File: src/rtl/fechadura_param.sv
// fechadura_param - parameterised digit-code lock with retry budget and 7-segment display.
// Optional macro BLOQUEIO_TEMPORIZADO_EN: FALHA auto-clears after BLOQUEIO_CICLOS cycles.
module fechadura_param #(
  parameter int                     DIGITOS         = 6,
  parameter logic [4*DIGITOS-1:0]   CODIGO          = 24'h590281,
  parameter int                     MAX_ERROS       = 1,
  parameter int                     BLOQUEIO_CICLOS = 1000
) (
  input  logic       clk,
  input  logic       reset,
  input  logic       insere,
  input  logic [4:1] numero,
  output logic       LED,
  output logic       aberto,
  output logic       bloqueado,
  output logic [2:0] erros,
  output logic       A,
  output logic       B,
  output logic       C,
  output logic       D,
  output logic       E,
  output logic       F,
  output logic       G
);

  localparam int          IDXW     = $clog2(DIGITOS);
  localparam logic [IDXW-1:0] IDX_LAST = IDXW'(DIGITOS - 1);
  localparam logic [2:0]  ERR_MAX  = 3'(MAX_ERROS);
  localparam logic [6:0]  SEG_A    = 7'b0001000;
  localparam logic [6:0]  SEG_L    = 7'b1110001;

  typedef enum logic [1:0] {ENTRADA, ABERTO, FALHA} state_t;

  state_t          r_state;
  logic [IDXW-1:0] r_idx;
  logic [2:0]      r_erros;
  logic            r_led;
  logic            r_aberto;
  logic            r_bloq;
  logic [6:0]      r_seg;
  logic            r_ins_q;
`ifdef BLOQUEIO_TEMPORIZADO_EN
  logic [15:0]     r_timer;
`endif

  logic            w_strobe;
  logic [3:0]      w_digito;

  assign w_strobe = insere & ~r_ins_q;
  // First digit lives in the most significant nibble.
  assign w_digito = 4'(CODIGO >> (4 * (DIGITOS - 1 - int'(r_idx))));

  function automatic logic [6:0] seg_digit(input logic [3:0] d);
    case (d)
      4'd0:    seg_digit = 7'b0000001;
      4'd1:    seg_digit = 7'b1001111;
      4'd2:    seg_digit = 7'b0010010;
      4'd3:    seg_digit = 7'b0000110;
      4'd4:    seg_digit = 7'b1001100;
      4'd5:    seg_digit = 7'b0100100;
      4'd6:    seg_digit = 7'b0100000;
      4'd7:    seg_digit = 7'b0001111;
      4'd8:    seg_digit = 7'b0000000;
      4'd9:    seg_digit = 7'b0000100;
      default: seg_digit = 7'b1111111;
    endcase
  endfunction

  always_ff @(posedge clk) begin
    if (reset) begin
      r_state  <= ENTRADA;
      r_idx    <= '0;
      r_erros  <= '0;
      r_led    <= 1'b0;
      r_aberto <= 1'b0;
      r_bloq   <= 1'b0;
      r_seg    <= 7'b1111111;
      r_ins_q  <= 1'b1;
`ifdef BLOQUEIO_TEMPORIZADO_EN
      r_timer  <= '0;
`endif
    end else begin
      r_ins_q <= insere;
      r_seg   <= seg_digit(numero);
      case (r_state)
        ENTRADA: begin
          if (w_strobe) begin
            if (numero == w_digito) begin
              if (r_idx == IDX_LAST) begin
                r_state  <= ABERTO;
                r_aberto <= 1'b1;
                r_seg    <= SEG_A;
              end else begin
                r_idx <= r_idx + 1'b1;
              end
            end else if (r_erros < ERR_MAX) begin
              r_erros <= r_erros + 1'b1;
              r_led   <= 1'b1;
            end else begin
              r_state <= FALHA;
              r_bloq  <= 1'b1;
              r_seg   <= SEG_L;
`ifdef BLOQUEIO_TEMPORIZADO_EN
              r_timer <= 16'(BLOQUEIO_CICLOS - 1);
`endif
            end
          end
        end
        ABERTO: r_seg <= SEG_A;
        FALHA: begin
`ifdef BLOQUEIO_TEMPORIZADO_EN
          if (r_timer == 16'd0) begin
            r_state <= ENTRADA;
            r_idx   <= '0;
            r_erros <= '0;
            r_led   <= 1'b0;
            r_bloq  <= 1'b0;
          end else begin
            r_timer <= r_timer - 16'd1;
            r_seg   <= SEG_L;
          end
`else
          r_seg <= SEG_L;
`endif
        end
        default: r_state <= ENTRADA;
      endcase
    end
  end

  assign LED       = r_led;
  assign aberto    = r_aberto;
  assign bloqueado = r_bloq;
  assign erros     = r_erros;
  assign {A, B, C, D, E, F, G} = r_seg;

endmodule

File: config.mk
export PLATFORM = sky130hd
export DESIGN_NAME = fechadura_param
export DESIGN_NICKNAME = d
export VERILOG_FILES = /design/src/rtl/fechadura_param.sv
export SDC_FILE = /design/constraint.sdc
export NUM_CORES = 1
export LEC_CHECK = 0
export ABC_AREA = 1
export BUFFER_PORTS_ARGS = -buffer_cell sky130_fd_sc_hd__buf_4
export CORE_MARGIN = 3
export CORE_UTILIZATION = 31
export DETAILED_ROUTE_END_ITERATION = 12
export GPL_ROUTABILITY_DRIVEN = 0
export PLACE_DENSITY = 0.59
export REMOVE_ABC_BUFFERS = 1
export SLEW_MARGIN = 40
export SYNTH_ARGS = -nofsm -noshare
export SYNTH_HDL_FRONTEND = slang
export SYNTH_SLANG_ARGS = --single-unit
File: constraint.sdc
create_clock -name clk -period 3.85 [get_ports clk]
set_clock_uncertainty 0.05 [all_clocks]
set_input_delay 0.385 -clock clk [delete_from_list [all_inputs] [get_ports clk]]
set_output_delay 0.385 -clock clk [all_outputs]
set_load 0.005 [all_outputs]
**Word level (Yosys, flattened, before mapping)**

Memory sizes are Yosys's and may differ from the RTL's.
Cells that the tools add are included.

- Output and inout port bits: 13
- Flip-flop bits (word level): 19
- Memory bits (writable): 0
- Memories kept: 1
- Bits of input ports: 7
- Word-level logic and storage cells: 44
- Latch bits: 0
- Memory bits (read-only): 112

- Multipliers: 0
- Add/subtract/negate cells: 3
- Shift operators: 1
- Div/mod/pow operators: 0
- Muxes and demuxes: 10
- Reduce and logical (&&, ||, !) cells: 7
- Bitwise logic cells: 6
- Magnitude comparators: 1
- Equality and inequality tests: 7

Memory list:

| memory | words | bits a word | rd ports | clocked after memory_dff | wr ports | line | text |
|---|---|---|---|---|---|---|---|
| (no name shown) | 16 | 7 | 1 | 0 | 0 | 54 | `case (d)` |

Operator list:

| operator | number |
|---|---|
| 23-bit by 32-bit right shift with 4-bit output (first input constant) | 1 |
| 7-bit two-way mux | 4 |
| 7-bit one-hot mux with 3 select lines | 1 |
| 4-bit AND reduction | 5 |
| 2-bit two-way mux | 4 |
| 3-bit by 1-bit adder with 3-bit output (second input constant) | 2 |
| 3-bit != test (second input constant) | 2 |
| 1-bit NOT | 5 |
| 4-bit == test | 1 |
| 2-bit one-hot mux with 2 select lines | 1 |
| 3-bit by 3-bit subtractor with 4-bit output (first input constant) | 1 |
| 3-bit == test (second input constant) | 1 |
| 3-bit by 1-bit < comparator with 1-bit output (second input constant) | 1 |
| 2-bit by 1-bit == test with 1-bit output (second input constant) | 1 |
| 2-bit == test (second input constant) | 1 |
| 2-bit logical NOT | 1 |
| 2-bit != test (second input constant) | 1 |
| 2-bit OR reduction | 1 |
| 1-bit bitwise AND | 1 |

**Depth between registers and ports, before layout**

- Depth in word-level cells: 6
- Depth in mapped cells: 14
- Depth with buffers taken out: 14

**Worst setup path before layout**

OpenSTA, ideal clock, no wires.

- Path kind: register -> register
- Start point: reg r_idx[1]
- End point: reg r_seg[0]
- Clock period less this slack: 1907 ps
- Setup time: 118 ps
- Data arrival time: 1739 ps
- Stages on the path, launching flop included: 13
- Setup slack: 1943 ps
- Cell sequence: dfxtp_1 -> inv_1 -> ha_1 -> nor2_2 -> nand2_1 -> nand3_1 -> nand2_2 -> nor2_4 -> nand2_4 -> nand3_2 -> nand2_1 -> a21oi_2 -> nand2_1

- Word-level cells in the longest chain between the ends: 6
- Elaborated cells on any way between the ends: 8
- Those cells by class: add/sub (1); eq/ne (2); shift (1); mux (4)

RTL lines:

| what | line | text |
|---|---|---|
| start: declaration | 35 | `logic [IDXW-1:0] r_idx;` |
| start signal: assignment | 94 | `r_idx <= r_idx + 1'b1;` |
| 3-bit by 3-bit subtractor with 4-bit output | 51 | `assign w_digito = 4'(CODIGO >> (4 * (DIGITOS - 1 - int'(r_idx))));` |
| 23-bit by 32-bit right shift with 4-bit output | 51 |  |
| 4-bit == test | 88 | `if (numero == w_digito) begin` |
| 7-bit two-way mux (*) | 88 |  |
| 7-bit two-way mux (*) | 87 | `if (w_strobe) begin` |
| 7-bit one-hot mux with 3 select lines (*) | 85 | `case (r_state)` |
| end signal: assignment | 84 | `r_seg <= seg_digit(numero);` |
| end: declaration | 40 | `logic [6:0] r_seg;` |

Every way passes the cells marked *; elsewhere a longest branch is shown, timed or not.
A chain may end at the register's enable or synchronous reset.

**Final worst setup path**

- Start point: reg r_idx[1]
- End point: reg r_seg[5]

Same word-level chain as after synthesis.

==> flow_metrics.tcl <==
set metrics [dict create \
    rsz0062_at_grt "false" \
    grt_max_degree 12 \
    nFillCells 440 \
    synthArstFlopShare_pct 0 \
    ir_drop_uv 104 \
    grt_pass1_wl_um 4460 \
    diodes 0 \
    detail-route-antenna-nets 0 \
    fp-row-count 23 \
    setup_viol 0 \
    grt_use_total_pct 11.1 \
    worstMarginPinSlew_ns 0.423 \
    overflow 0 \
    power_uw 455 \
    wl_um 2490 \
    use_met2_pct 18.4 \
    worst_ep_arrival_time_ns 2.22 \
    synth_cells 183 \
    rr_startpoint "r_idx[1]" \
    htreeDepth 1 \
    max_freq_mhz 471 \
    synth-main-ff-cell "dfxtp_1" \
    synth_common_cells "nand2_1, inv_1, dfxtp_1, ha_1, nand3_1" \
    crit_start "r_idx[1]" \
    post-dp-hpwl_um 2060 \
    ys_seq_elements 19 \
    clkTransAtPathRegs_ns 0.07 \
    start_util_pct 32.4 \
    drt_first_pass_iters 4 \
    cpMaxStageDelayCell "dfxtp_1" \
    max_cap_violations 0 \
    io_pins 20 \
    cp_common_cell "nand2_1" \
    cts_resized 0 \
    syn_area_per_cell_sq_um 7.19 \
    fin_setup_tns_ns 0 \
    drc_errors 0 \
    antenna_found_initial 0 \
    startpoint_type "flop" \
    netlist.area_leader.share_pct 28.9 \
    outcome "finished clean" \
    seq_area_frac_synth_pct 28.9 \
    synth.distinct_cells 24 \
    chipHeight_um 71.2 \
    wire_per_inst_um 9.76 \
    power_density_nw_per_um2 291 \
    yosysMostFrequentCell "nand2_1" \
    post-route-period-util_pct 55.1 \
    slew_headroom_pct 71.6 \
    syn2layout_area_growth_pct 18.5 \
    reg2reg_depth 12 \
    insertion_delay_ns 0.25 \
    cts_tree "built" \
    r2r_end "r_seg[5]" \
    port_buffers 19 \
    finalMaxSlewViolations 0 \
    netlist_area_sq_um 1320 \
    hold_buffers 0 \
    grt.met1_usage_pct 13.5 \
    hold_violations 0 \
    die_area_sq_um 5060 \
    cp_max_fo 6 \
    cts_root_buf "clkbuf_8" \
    via_per_inst 4.40 \
    busiest_layer "met2" \
    cts_made_buffers 3 \
    grt_pass1_vias 1011 \
    drive_gt1_share_pct 22.4 \
    required_ns 3.95 \
    vias 1123 \
    worstHoldStart "insere" \
    leakage_nw 0.808 \
    end_kind "flop" \
    yosysWarnings 0 \
    path_cells "inv_1, ha_1, nor2_2, nand2_1, nand3_2, nand2_2, nor2_4, nand2_4, nand3_2, nand2_1, a21oi_2, nand2_1" \
    hold_class "in2reg" \
    layout.nets 229 \
    hold_path_end "r_ins_q" \
    synth_edf_count 0 \
    use_met3_pct 3.84 \
    reg2reg_setup_slack_ns 1.73 \
    cts_setup_buffers 0 \
    critPathKind "reg2reg" \
    hold_depth 3 \
    yosys.area.top_type "dfxtp_1" \
    fin_crit_ns 2.12 \
    clockBufferDepth 2 \
    synth.area.top_cells "dfxtp_1, ha_1, nand2_1" \
    cts.sink_count 19 \
    die_x_um 71.2 \
    drt_iter0_markers 39 \
    core_sq_um 4060 \
    cpPeakStageDelay_ns 0.39 \
]
-- layout by cell type (no fill, tap or decap), types with 2 or more instances in the layout --
| cell | instances |
|---|---|
| dfxtp_1 | 19 |
| nand3_1 | 16 |
| inv_2 | 2 |
| a21oi_1 | 11 |
| nand2_4 | 2 |
| nor2_2 | 2 |
| nor2_1 | 11 |
| o21ai_0 | 3 |
| nand4_1 | 4 |
| or2_2 | 2 |
| clkbuf_8 | 3 |
| nor3_1 | 2 |
| nor2_4 | 2 |
| ha_1 | 16 |
| buf_4 | 19 |
| nand2_2 | 4 |
| nand3_2 | 4 |
| inv_1 | 28 |
| nand2_1 | 48 |
-- how the worst max path moves through the flow --
stage	to	cells after the start	slack [ns]
floorplan	r_seg[0]	12	1.94
global route	r_seg[5]	12	1.50
CTS	r_seg[5]	12	1.71
global placement	r_seg[6]	12	1.80
detailed placement	r_seg[5]	12	1.72
finish	r_seg[5]	12	1.73
-- critical path: cells and delay by family (launching register included) --
kind | cells | cell delay, ns
and+or+nand+nor | 9 | 0.87
buffers and inverters | 1 | 0.13
adders and majority gates | 1 | 0.38
DFF | 1 | 0.39
AOI/OAI and AO/OA | 1 | 0.18
-- layout make-up --
cell class                      count  area [sq um]  area share, %
Inverter                           30           113           7.22
Sequential cell                    19           380           24.4
Timing Repair Buffer               19           143           9.14
Multi-Input combinational cell    133           816           52.3
Clock inverter                      1          5.00          0.321
Clock buffer                        3          41.3           2.65
Tap cell                           50          62.6           4.01
-- metrics by stage --
stage / setup slack, ns / cell area, sq um / hold WS (ns) / std cells / util (%)
after global routing: 1.50 / 1560 / 0.286 / 255 / 38.5
after CTS: 1.71 / 1560 / 0.286 / 255 / 38.5
final: 1.73 / 1560 / 0.289 / 255 / 38.5
after floorplan: 1.94 / 1310 / 0.391 / 182 / -
after detailed placement: 1.72 / 1510 / 0.392 / 251 / 37.3
after global placement: 1.80 / 1510 / 0.392 / 251 / 37.3
-- power breakdown --
| group | internal, mW | leakage [nW] | switching (mW) |
|---|---|---|---|
| sequential | 0.208 | 0.155 | 0.00519 |
| combinational | 0.0425 | 0.627 | 0.0621 |
| clock | 0.0719 | 0.0255 | 0.0645 |
| total | 0.323 | 0.808 | 0.132 |
-- kinds of logic (layout without fill, tap and decap cells) --
group	count (synthesis)	after routing	synth area share [%]
xor+xnor	1	1	0.666
compound gates	16	16	6.65
simple gates	100	100	39.4
flops	19	19	28.9
buf+inv	31	53	9.13
fa+ha+maj	16	16	15.2
-- layer usage --
| metal | part of all wire (%) | vias to the layer above |
|---|---|---|
| li1 | - | 617 |
| met4 | 1.6 | 0 |
| met3 | 5.0 | 4 |
| met1 | 46 | 484 |
| met5 | 0 | - |
| met2 | 47 | 18 |
-- flip-flops by register name (all words and copies together), names as in the netlist --
signal     flops
r_state        2
r_ins_q        1
bloqueado      1
r_idx          3
LED            1
aberto         1
r_seg          7
erros          3
Power figures use the tool's default switching activity.
